`src/rtl/fp_flag_accum_if.sv`:
```
// Signal bundle between the FPU writeback stage and the FP flag/rounding-mode CSR block.
interface fp_flag_accum_if;
  logic [4:0] FlgM;
  logic       FlgValidM;
  logic       StallW;
  logic       FlushW;
  logic       CSRWriteW;
  logic [1:0] CSROpW;
  logic [1:0] CSRSelW;
  logic [7:0] CSRWDataW;
  logic [4:0] FFlags;
  logic [2:0] FRM;
  logic [7:0] FCSRReadW;
  logic       FSDirty;

  modport slave (
    input  FlgM, FlgValidM, StallW, FlushW, CSRWriteW, CSROpW, CSRSelW, CSRWDataW,
    output FFlags, FRM, FCSRReadW, FSDirty
  );

  modport master (
    output FlgM, FlgValidM, StallW, FlushW, CSRWriteW, CSROpW, CSRSelW, CSRWDataW,
    input  FFlags, FRM, FCSRReadW, FSDirty
  );
endinterface

```
`src/rtl/fp_flag_accum.sv`:
```
// Accrued FP exception flags (fflags) and rounding mode (frm) with CSR write/set/clear access.
// Define FP_FLAG_CNT_EN to add saturating per-flag event counters readable through CntIdx/CntVal.
module fp_flag_accum #(
  parameter int unsigned CNTW = 16
) (
  input logic          clk,
  input logic          reset_n,
  fp_flag_accum_if.slave bus
`ifdef FP_FLAG_CNT_EN
  ,
  input  logic [2:0]      CntIdx,
  output logic [CNTW-1:0] CntVal
`endif
);

  typedef enum logic [1:0] {
    OpWrite = 2'b00,
    OpSet   = 2'b01,
    OpClear = 2'b10,
    OpRsvd  = 2'b11
  } csrOpE;

  if (CNTW < 1) begin : gBadCntw
    $error("fp_flag_accum: CNTW must be at least 1");
  end

  logic [4:0] flgW_q, flgW_d;
  logic       flgValidW_q, flgValidW_d;
  logic [4:0] fFlags_q, fFlags_d;
  logic [2:0] frm_q, frm_d;
  logic       fsDirty_q, fsDirty_d;

  logic       retire;
  logic       csrUpdate;
  logic [4:0] retiredFlags;
  logic [2:0] frmSrc;
  csrOpE      csrOp;

  always_comb begin
    flgW_d      = flgW_q;
    flgValidW_d = flgValidW_q;
    if (!bus.StallW) begin
      flgW_d      = bus.FlgM;
      flgValidW_d = bus.FlgValidM & ~bus.FlushW;
    end
  end

  // Retiring flags are merged first so a same-cycle CSR op sees the post-retire value.
  always_comb begin
    retire       = flgValidW_q & ~bus.StallW & ~bus.FlushW;
    csrOp        = csrOpE'(bus.CSROpW);
    csrUpdate    = bus.CSRWriteW & ~bus.StallW & ~bus.FlushW &
                   (csrOp != OpRsvd) & (bus.CSRSelW != 2'b00);
    retiredFlags = retire ? (fFlags_q | flgW_q) : fFlags_q;
    frmSrc       = (bus.CSRSelW == 2'b11) ? bus.CSRWDataW[7:5] : bus.CSRWDataW[2:0];
    fFlags_d     = retiredFlags;
    frm_d        = frm_q;

    if (csrUpdate && bus.CSRSelW[0]) begin
      case (csrOp)
        OpWrite: fFlags_d = bus.CSRWDataW[4:0];
        OpSet:   fFlags_d = retiredFlags | bus.CSRWDataW[4:0];
        OpClear: fFlags_d = retiredFlags & ~bus.CSRWDataW[4:0];
        default: fFlags_d = retiredFlags;
      endcase
    end

    if (csrUpdate && bus.CSRSelW[1]) begin
      case (csrOp)
        OpWrite: frm_d = frmSrc;
        OpSet:   frm_d = frm_q | frmSrc;
        OpClear: frm_d = frm_q & ~frmSrc;
        default: frm_d = frm_q;
      endcase
    end

    fsDirty_d = ({frm_d, fFlags_d} != {frm_q, fFlags_q});
  end

  always_ff @(posedge clk or negedge reset_n) begin
    if (!reset_n) begin
      flgW_q      <= '0;
      flgValidW_q <= 1'b0;
      fFlags_q    <= '0;
      frm_q       <= '0;
      fsDirty_q   <= 1'b0;
    end else begin
      flgW_q      <= flgW_d;
      flgValidW_q <= flgValidW_d;
      fFlags_q    <= fFlags_d;
      frm_q       <= frm_d;
      fsDirty_q   <= fsDirty_d;
    end
  end

  assign bus.FFlags    = fFlags_q;
  assign bus.FRM       = frm_q;
  assign bus.FCSRReadW = {frm_q, fFlags_q};
  assign bus.FSDirty   = fsDirty_q;

`ifdef FP_FLAG_CNT_EN
  // Counter i follows flag bit i (0 = NX ... 4 = NV) and only FP retires touch it.
  logic [CNTW-1:0] cnt_q [5];
  logic [CNTW-1:0] cnt_d [5];

  always_comb begin
    for (int i = 0; i < 5; i++) begin
      cnt_d[i] = cnt_q[i];
      if (retire && flgW_q[i] && (cnt_q[i] != '1)) begin
        cnt_d[i] = cnt_q[i] + CNTW'(1);
      end
    end
  end

  always_ff @(posedge clk or negedge reset_n) begin
    if (!reset_n) begin
      for (int i = 0; i < 5; i++) begin
        cnt_q[i] <= '0;
      end
    end else begin
      for (int i = 0; i < 5; i++) begin
        cnt_q[i] <= cnt_d[i];
      end
    end
  end

  always_comb begin
    CntVal = '0;
    if (CntIdx <= 3'd4) begin
      CntVal = cnt_q[CntIdx];
    end
  end
`endif

endmodule

```
`src/flat_wrapper.sv`:
```
// flat-port wrapper written by rule: the top's interface ports become plain ports
module fp_flag_accum_flat 
#(
  parameter int unsigned CNTW = 16
)
  (clk, reset_n, bus_FlgM, bus_FlgValidM, bus_StallW, bus_FlushW, bus_CSRWriteW, bus_CSROpW, bus_CSRSelW, bus_CSRWDataW, bus_FFlags, bus_FRM, bus_FCSRReadW, bus_FSDirty);
  fp_flag_accum_if bus_i ();
  input logic clk;
  input logic reset_n;
  input wire logic [$bits(bus_i.FlgM)-1:0] bus_FlgM;
  input wire logic [$bits(bus_i.FlgValidM)-1:0] bus_FlgValidM;
  input wire logic [$bits(bus_i.StallW)-1:0] bus_StallW;
  input wire logic [$bits(bus_i.FlushW)-1:0] bus_FlushW;
  input wire logic [$bits(bus_i.CSRWriteW)-1:0] bus_CSRWriteW;
  input wire logic [$bits(bus_i.CSROpW)-1:0] bus_CSROpW;
  input wire logic [$bits(bus_i.CSRSelW)-1:0] bus_CSRSelW;
  input wire logic [$bits(bus_i.CSRWDataW)-1:0] bus_CSRWDataW;
  output wire logic [$bits(bus_i.FFlags)-1:0] bus_FFlags;
  output wire logic [$bits(bus_i.FRM)-1:0] bus_FRM;
  output wire logic [$bits(bus_i.FCSRReadW)-1:0] bus_FCSRReadW;
  output wire logic [$bits(bus_i.FSDirty)-1:0] bus_FSDirty;
  assign bus_i.FlgM = bus_FlgM;
  assign bus_i.FlgValidM = bus_FlgValidM;
  assign bus_i.StallW = bus_StallW;
  assign bus_i.FlushW = bus_FlushW;
  assign bus_i.CSRWriteW = bus_CSRWriteW;
  assign bus_i.CSROpW = bus_CSROpW;
  assign bus_i.CSRSelW = bus_CSRSelW;
  assign bus_i.CSRWDataW = bus_CSRWDataW;
  assign bus_FFlags = bus_i.FFlags;
  assign bus_FRM = bus_i.FRM;
  assign bus_FCSRReadW = bus_i.FCSRReadW;
  assign bus_FSDirty = bus_i.FSDirty;
  fp_flag_accum #(.CNTW(CNTW)) u_core (.clk(clk), .reset_n(reset_n), .bus(bus_i));
endmodule
```
`config.mk`:
```
export PLATFORM = sky130hd
export DESIGN_NAME = fp_flag_accum_flat
export DESIGN_NICKNAME = d
export VERILOG_FILES = /design/src/rtl/fp_flag_accum_if.sv /design/src/rtl/fp_flag_accum.sv /design/src/flat_wrapper.sv
export SDC_FILE = /design/constraint.sdc
export NUM_CORES = 1
export LEC_CHECK = 0
export ABC_CLOCK_PERIOD_IN_PS = 1900
export CAP_MARGIN = 25
export CORE_ASPECT_RATIO = 1.1
export CORE_MARGIN = 5
export CORE_UTILIZATION = 40
export DETAILED_ROUTE_END_ITERATION = 12
export DONT_BUFFER_PORTS = 1
export PLACE_DENSITY = 0.59
export SLEW_MARGIN = 20
export SYNTH_ARGS = -nofsm -noshare
export SYNTH_HDL_FRONTEND = slang
export SYNTH_SLANG_ARGS = --single-unit
```
`constraint.sdc`:
```
create_clock -name clk -period 1.9 [get_ports clk]
set_input_delay 0.475 -clock clk [delete_from_list [all_inputs] [get_ports clk]]
set_output_delay 0.475 -clock clk [all_outputs]
set_load 0.005 [all_outputs]
```
======== Word level (Yosys, flattened, before mapping) ========
Cells that the tools add are included.
word-level totals
  output and inout port bits .............. 17
  word-level logic and storage cells ...... 36
  input bits .............................. 23
  register bits after elaboration ......... 15
operators by class
  equal/unequal tests ..................... 5
  muxes and demuxes ....................... 6
  bitwise logic cells ..................... 16
  reductions and logical operators ........ 4
operator list
  kind                  count
  $pmux W5 S3           1
  $mux W5               2
  $or A5 B5 Y5          2
  $pmux W3 S3           1
  $ne A8 B8 Y1          1
  $and A1 B1 Y1         7
  $mux W3               2
  $and A5 B5 Y5         1
  $not A5 Y5            1
  $eq A2 B2 Y1 const B  2
  $and A3 B3 Y3         1
  $not A3 Y3            1
  $or A3 B3 Y3          1
  $eq A2 B1 Y1 const B  1
  $logic_and A1 B1 Y1   2
  $logic_not A2 Y1      1
  $ne A2 B2 Y1 const B  1
  $not A1 Y1            2
  $reduce_bool A2 Y1    1

======== Logic depth before layout (Yosys ltp) ========
Gate-level depths: netlist of run 1.
  depth after elaboration ................. 8
  gate-level depth with buffers ........... 6
  mapped depth without buffers ............ 5

======== Least setup slack after synthesis of run 1 ========
No wires, ideal clock.
  kind .................................... input to register
  from .................................... input bus_FlushW
  to ...................................... register u_core.fsDirty_q, in the netlist u_core.bus.FSDirty
  data required time ...................... 1763 ps
  stages on the path ...................... 6
  library setup time ...................... 137 ps
  data arrival time ....................... 1785 ps
  buffers on the path ..................... 1
  slack ................................... -22 ps
  path through ............................ buf_6 > or4b_4 > o311ai_2 > a21oi_1 > nor4b_2 > nand4_1
on the way
  longest elaborated chain between the ends .. 7
  elaborated cells on any way between the ends .. 14
  those cells by class .................... 1 x eq/ne; 4 x mux; 7 x bitwise; 2 x reduce/logical
RTL lines
  what                                             RTL line                                  text
  start: declaration                               flat_wrapper.sv:13                        input wire logic [$bits(bus_i.FlushW)-1:0] bus_FlushW;
  $not A1 Y1 (*)                                   fp_flag_accum.sv:50, fp_flag_accum.sv:52
  $and A1 B1 Y1, on equally long branches          fp_flag_accum.sv:50, fp_flag_accum.sv:52
  $mux W5 / $and A1 B1 Y1 (equally long branches)  fp_flag_accum.sv:54, fp_flag_accum.sv:52
  $and A5 B5 Y5 (tied with other cells)            fp_flag_accum.sv:63                       OpClear: fFlags_d = retiredFlags & ~bus.CSRWDataW[4:0];
  $pmux W5 S3 (tied with other cells)              fp_flag_accum.sv:60                       case (csrOp)
  $mux W5 / $mux W3 (equally long branches)        fp_flag_accum.sv:59, fp_flag_accum.sv:68
  $ne A8 B8 Y1 (*)                                 fp_flag_accum.sv:77                       fsDirty_d = ({frm_d, fFlags_d} != {frm_q, fFlags_q});
  via u_core.fsDirty_d                             fp_flag_accum.sv:31                       logic fsDirty_q, fsDirty_d;
  end signal: assignment                           fp_flag_accum.sv:92                       fsDirty_q <= fsDirty_d;
  end: declaration                                 fp_flag_accum.sv:31
The timed path passes the listed nets; every way through them passes the cells marked *.
A chain may end at the register's enable or synchronous reset.

======== Final worst setup path of run 1 ========
  from .................................... input bus_StallW
  to ...................................... register u_core.fsDirty_q, in the netlist u_core.bus.FSDirty
on the way
  longest elaborated chain between the ends .. 8
  elaborated cells on any way between the ends .. 16
  those cells by class .................... 1 x eq/ne; 4 x mux; 9 x bitwise; 2 x reduce/logical
RTL lines
  what                                                  RTL line                                  text
  start: declaration                                    flat_wrapper.sv:12                        input wire logic [$bits(bus_i.StallW)-1:0] bus_StallW;
  $not A1 Y1 (*)                                        fp_flag_accum.sv:50, fp_flag_accum.sv:52
  $and A1 B1 Y1, on equally long branches (2 in a row)  fp_flag_accum.sv:50, fp_flag_accum.sv:52
  $mux W5 / $and A1 B1 Y1 (equally long branches)       fp_flag_accum.sv:54, fp_flag_accum.sv:52
  $and A5 B5 Y5 (tied with other cells)                 fp_flag_accum.sv:63
  $pmux W5 S3 (tied with other cells)                   fp_flag_accum.sv:60
  $mux W5 / $mux W3 (equally long branches)             fp_flag_accum.sv:59, fp_flag_accum.sv:68
  $ne A8 B8 Y1 (*)                                      fp_flag_accum.sv:77
  via u_core.fsDirty_d                                  fp_flag_accum.sv:31
Marks and branches as above.

==> results.md, run 1 <==
* Status: finished, final reports clean
* Largest family of logic cells by synthesized area: simple AND/OR/NAND/NOR gates
* Yosys warnings at 0
* GR Util met2 at a little under a quarter
* Max frequency at 0.6495 GHz
* Rows at 20
* P_int at about 550 uW
* Post-route design area at 0.001194 sq mm
* Min Clock Period, post-route at 1.540 ns
* Full die area at around 0.0041 sq mm
* CP Data Arrival Time at between 1.5 and 2 ns
* # port buffers at 0
* Final weighted congestion of routability-driven global placement at about 0.84
* Drt first pass iters at 4
* CTS max path bufs at 2
* Total Routed Length at about 2900 um
* Tightest Pin Transition at ~0.71 ns
* CTS tree: done
* DR WL/cell at roughly 18 um
* Diode count at 0
* Post-route ant nets at 0
* Power Density at about 700 mW/mm^2
* Max-Cap Viols at 0
* CTS Root Cell: clkbuf_4
* Fin. Hold Viols at 0
* Total GRT Usage at 15.39%
* Simple-gate share of the synthesized area at 25.45%
* Maximum VDD drop at 295.8 uV
* Combinational share of power at approximately a fifth
* Clk pin slew, worst setup/hold paths at 0.09 ns
* Final nets at 154
* Setup_tns at 0 ns
* M1 GR Usage at roughly 20%
* Total net switching power at a little under 300 uW
* Syn Std Cell Area at ~0.0012 sq mm
* Post-synth EDFFs at 0
* Worst Hold Depth at 2
* Largest net degree at the start of global routing at 16
* Synth Area in Compound Gates at 24.60%
* Initial Util at a little over two fifths
* Most frequent cells in the layout: dfrtp_1, o21ai_0, a21oi_1
* Max Slew Vio Count at 0
* Post-Synth XOR/XNOR Area at 1.497%
* Vias in the first global route at approximately 970
* Clk_lat worst skew at between 0.2 and 0.3 ns
* Syn Area/Cell at about 8.8 sq um
* Io pins at 40
* CORE AREA at about 0.0028 sq mm
* Mapped Nets at 156
* DR vias/cell at approximately 6.2
* Area growth syn-to-layout at 2.032%
* Cells on worst reg2reg path at 5
* Seq/Total Area, Yosys at 32.09%
* Post-cts gate resize count at 0
* Sequential Power Share at around 58%
* Tightest Hold Check Type: input port to flop
* Top FF cell, synth: dfrtp_1
* Post-DP HPWL at around 2200 um
* CP required at 2.07 ns
* Pre-CTS setup slack at 0.04243 ns
* Fraction of registers with async set/reset at between 90% and 100%
* Met3 usage at under 10%
* H-tree levels at 1
* Crit Path Max Fanout at 14
* Most Crowded Layer GR: met2
* Setup bufs post-CTS at 0
* Clock power share at around 22%
* # DRC at 0
* RSZ-0062 raised after global routing: false
* Cell depth of the worst setup path at 5
* Synth Instances at between 100 and 150
* Cell Area, Placed at 0.001157 sq mm
* Commonest non-fill, non-tap cell in the layout: dfrtp_1
* Endpoints failing setup at 0
* Clk_skew at around 0.0037 ns
* Setup ws final at approximately 0.36 ns
* CP peak stage delay at between 0.5 and 0.6 ns
* CTS Sinks at 15
* Top Family by Delay on Critical Path: simple AND/OR/NAND/NOR gates
* Startpoint Class: input port
* Post-synthesis cell type count at 45
* Layout cell share with drive strength beyond 1 at approximately 15%
* Post-synthesis sequential element count at 15
* Slew HR at approximately 53%
* Period utilization at between 80 and 90%
* Switching Fraction at 34.44%
* Hold buffers post-CTS at 1
* Crit-path cells: or4b_4 -> o311ai_2 -> a21oi_1 -> nor4b_2 -> nand4_1
* DRT iter0 DRCs at 34
* CP Capture Type: flop
* Die W at around 62 um
* Crit path max-delay cell type: or4b_4
* CP Class: input port to flop
* CP bufs+invs at 0
* Grt ovf at 0
* Global-route wire length before repair at 4712 um
* Fraction of the mapped netlist area in adder cells at 0%
* Initial antenna violation count at 0
* Mux share of post-synthesis cell area at ~5.7%
* Leakage power at 0.4771 nW
* Die Height at between 60 and 70 um
* Vias at approximately 1,000
* CTS buffer count at 3
sequential cells by signal (all words and copies together), names as in the netlist:
| signal | flops |
|---|---|
| u_core.bus.FFlags | 5 |
| u_core.bus.FRM | 3 |
| u_core.bus.FSDirty | 1 |
| u_core.flgValidW_q | 1 |
| u_core.flgW_q | 5 |
worst paths after layout:
kind | startpoint | end | slack (ns)
max | bus_StallW | u_core.bus.FSDirty | 0.36
min | bus_CSRWDataW[4] | u_core.bus.FFlags[4] | 0.31
max reg2reg | u_core.flgValidW_q | u_core.bus.FSDirty | 0.38
min reg2reg | u_core.flgW_q[1] | u_core.flgW_q[1] | 0.53
max in group asynchronous | reset_n | u_core.flgW_q[4] | 0.78
min in group asynchronous | reset_n | u_core.bus.FRM[1] | 0.67
Yosys cell counts (3+ instances only):
cell	number	area share, %
dfrtp_1	15	32
o21ai_0	12	5.1
a21oi_1	11	4.7
nand2_1	10	3.2
buf_4	9	5.8
inv_1	9	2.9
mux2_2	5	4.8
nor3_1	4	1.7
nand2b_1	3	1.6
nand3_1	3	1.3
nand4_1	3	1.6
nor2b_1	3	1.6
nor4_1	3	1.6
nor4b_2	3	3.8
final cells by class:
class | count | area (sq um)
multi-input combinational | 96 | 669.4
sequential | 15 | 375.4
tap | 33 | 41.29
timing repair buffer | 6 | 47.55
fill | 280 | 1584
inverter | 9 | 33.78
clock buffer | 4 | 26.28
power groups by stage:
stage / clock network, mW / registers [mW] / logic [mW]
floorplan: 0 / 0.457 / 0.222
global placement: 0 / 0.494 / 0.158
detailed placement: 0 / 0.495 / 0.159
CTS: 0.194 / 0.488 / 0.169
global route: 0.210 / 0.506 / 0.193
finish: 0.185 / 0.485 / 0.168
cells by family (layout without fill, tap and decap cells):
kind of cell | count (synthesis) | in the layout
flip-flops | 15 | 15
multiplexers | 6 | 6
buffers and inverters | 22 | 19
XOR/XNOR | 2 | 2
AND/OR/NAND/NOR | 45 | 45
AO/OA/AOI/OAI | 43 | 43
routing by layer:
layer	vias up	share of wire, %
met5	-	0
met4	0	1.5
met3	5	11
met2	42	47
met1	475	40
li1	486	-
through the flow:
stage	hold WS, ns	util (%)	cells	power, mW
2_1_floorplan	0.1794	-	133	0.6787
3_3_place_gp	0.1799	41.67	158	0.6519
3_5_place_dp	0.1798	41.67	158	0.6544
4_1_cts	0.3055	42.97	163	0.8516
5_1_grt	0.2967	42.97	163	0.9089
6_report	0.3100	42.97	163	0.8386
Power figures use the tool's default switching activity.
==> run 2: changes to the inputs <==
--- a/config.mk
+++ b/config.mk
@@ -5,7 +5,7 @@
 export SDC_FILE = /design/constraint.sdc
 export NUM_CORES = 1
 export LEC_CHECK = 0
-export ABC_CLOCK_PERIOD_IN_PS = 1900
+export ABC_CLOCK_PERIOD_IN_PS = 1500
 export CAP_MARGIN = 25
 export CORE_ASPECT_RATIO = 1.1
 export CORE_MARGIN = 5
==> constraint.sdc (replaced) <==
create_clock -name clk -period 1.5 [get_ports clk]
set_input_delay 0.375 -clock clk [delete_from_list [all_inputs] [get_ports clk]]
set_output_delay 0.375 -clock clk [all_outputs]
set_load 0.005 [all_outputs]
==> run 2 against run 1 <==
Compared with the run above:
- die area did not move
- clock power rose by 39%
- non-clock buffer count rose by 9
- wire length rose by 12%
- core utilization rose by 5.0 points
- count of clock-buffer cells in the layout fell by 1
- register-to-register slack got worse by 0.33 ns
- worst hold slack got worse by 0.12 ns
- sequential power rose by 27%
- critical path type unchanged
==> results.md, run 2 (synthesized netlist as in run 1, its figures left out) <==
* Status: finished, final reports clean
* Post-route design area at 0.001331 sq mm (+12%)
* Grt ovf at 0 (unchanged)
* Worst Hold End: u_core.bus.FFlags[1]
* Tightest Pin Transition at 0.7543 ns (+0.04528 ns)
* CP startpoint: bus_StallW
* DRT iter0 DRCs at 89 (+160%)
* Cells on worst reg2reg path at 5 (unchanged)
* Total net switching power at 428.0 uW (+48%)
* R2r endpoint: u_core.bus.FSDirty
* Drt first pass iters at 4 (unchanged)
* Maximum VDD drop at 446.2 uV (+51%)
* Die W at 61.57 um (unchanged)
* Most frequent cells in the layout: dfrtp_1, buf_4, o21ai_0
* CTS Sinks at 15 (unchanged)
* Rows at 20 (unchanged)
* Fill cells at 266 (-5.0%)
* Met1 WL at 1307 um (+12%)
* Crit Path Max Fanout at 14 (unchanged)
* Slew HR at 49.55% (-3.0 points)
* # DRC at 0 (unchanged)
* Post-DP HPWL at 2473 um (+10%)
* CTS tree: done
* Commonest non-fill, non-tap cell in the layout: dfrtp_1
* R2r setup slk at 0.05 ns (-0.33 ns)
* Max frequency at 0.6811 GHz
* Sequential Area at 375.4 sq um (unchanged)
* Sequential Power Share at 52.7% (-5.1 points)
* Post-placement cell count at 167 (+5.7%)
* Setup ws final at 0.03177 ns (-0.3285 ns)
* DR vias/cell at 6.384 (+3.2%)
* CP Capture Type: flop
* H-tree levels at 1 (unchanged)
* Pre-CTS setup slack at -0.2388 ns (-0.2812 ns)
* Cell Area, Placed at 0.001242 sq mm (+7.4%)
* CTS max path bufs at 2 (unchanged)
* Max Slew Vio Count at 0 (unchanged)
* Power Density at 875.2 mW/mm^2 (+25%)
* Die Height at 66.72 um (unchanged)
* Vias in the first global route at 1,139 (+17%)
* Endpoints failing setup at 0 (unchanged)
* P_int at 737.2 uW (+34%)
* Final nets at 163 (+5.8%)
* Period utilization at 97.88%
* Reg2Reg Launch Point: u_core.flgValidW_q
* Met3 WL at 243 um (-26%)
* Startpoint Class: input port
* Hold_sp: bus_CSRWDataW[1]
* Multi-input logic area at 734.5 sq um (+9.7%)
* Hold slack at 0.1907 ns (-0.1192 ns)
* DR top layer: met4
* Combinational share of power at 25.3% (+5.2 points)
* Initial Util at 42.12% (unchanged)
* CORE AREA at 0.002778 sq mm (unchanged)
* Clk_lat worst skew at 0.30 ns (about the same)
* Setup_tns at 0 ns (unchanged)
* Layout Cells excl Fill at 172 (+5.5%)
* Setup bufs post-CTS at 0 (unchanged)
* Tightest Hold Check Type: input port to flop
* Worst Hold Depth at 2 (unchanged)
* Clk pin slew, worst setup/hold paths at 0.11 ns (+0.02 ns)
* Max-Cap Viols at 0 (unchanged)
* Total GRT Usage at 17.55% (+2.2 points)
* Clock power share at 22.0% (about the same)
* CTS buffer count at 3 (unchanged)
* Initial antenna violation count at 0 (unchanged)
* Area growth syn-to-layout at 13.80%
* CP Data Arrival Time at 1.64 ns (-0.07 ns)
* Io pins at 40 (unchanged)
* Leakage power at 0.5438 nW (+14%)
* Switching Fraction at 36.73% (+2.3 points)
* Total Routed Length at 3275 um (+12%)
* Met2 wire length at 1673 um (+22%)
* Final weighted congestion of routability-driven global placement at 0.8369 (-0.72%)
* Global-route wire length before repair at 5430 um (+15%)
* DR WL/cell at 19.04 um (+6.5%)
* Largest net degree at the start of global routing at 16 (unchanged)
* CP required at 1.67 ns (-0.40 ns)
* Layout cell share with drive strength beyond 1 at 23.74% (+9.1 points)
* Final Power at 1.165 mW (+39%)
* CP Class: input port to flop
* Final core occ at 47.93% (+5.0 points)
* Clk_skew at 0.004585 ns (+0.0008694 ns)
* Fin. Hold Viols at 0 (unchanged)
* # port buffers at 0 (unchanged)
* Min Clock Period, post-route at approximately 1.5 ns
* CTS Root Cell: clkbuf_4
* Full die area at 0.004108 sq mm (unchanged)
* Vias at 1,098 (+8.9%)
* Diode count at 0 (unchanged)
* Post-route ant nets at 0 (unchanged)
-- run 2: changes by cell type in the layout (fill, tap and decap cells not counted), sizes merged --
cell and change:
clkinv +1, clkbuf -1, buf +9
-- run 2: timing repair --
item,CTS,global route
gates resized for setup,0,7
hold endpoints to repair,15,0
endpoints found under the setup margin,1,1
pin swaps,1,4
hold buffers,1,0
-- run 2: per-layer routing --
metal	up-vias	global-route usage (%)
li1	507	-
met1	548	20.38
met2	38	31.15
met3	5	3.488
met4	0	5.836
met5	-	0
-- run 2: worst max path at each step --
stage / end / slack, ns / depth (start not counted)
after floorplan: u_core.bus.FSDirty / -0.22 / 6
after global placement: u_core.bus.FSDirty / -0.18 / 5
after detailed placement: u_core.bus.FSDirty / -0.24 / 5
after CTS: u_core.bus.FSDirty / 0.04 / 5
after global routing: u_core.bus.FSDirty / -0.009 / 5
final: u_core.bus.FSDirty / 0.03 / 5
-- run 2: power by group through the flow --
| stage | clock network [mW] | logic (mW) | registers (mW) |
|---|---|---|---|
| after detailed placement | 0 | 0.273 | 0.615 |
| after global routing | 0.280 | 0.330 | 0.630 |
| after global placement | 0 | 0.270 | 0.612 |
| final | 0.257 | 0.295 | 0.614 |
| after CTS | 0.258 | 0.286 | 0.608 |
| after floorplan | 0 | 0.288 | 0.578 |
-- run 2: layout make-up --
type	instances	area share [%]
clock buffer	3	1.692
clock inverter	1	0.3759
inverter	9	2.538
multi-input combinational	96	55.17
sequential	15	28.20
tap	33	3.101
timing repair buffer	15	8.929
-- run 2: critical path, stage by stage --
cell      delay [ns]
or4b_4          0.55
o311ai_4        0.24
a21oi_2         0.08
nor4b_2         0.28
nand4_1         0.11
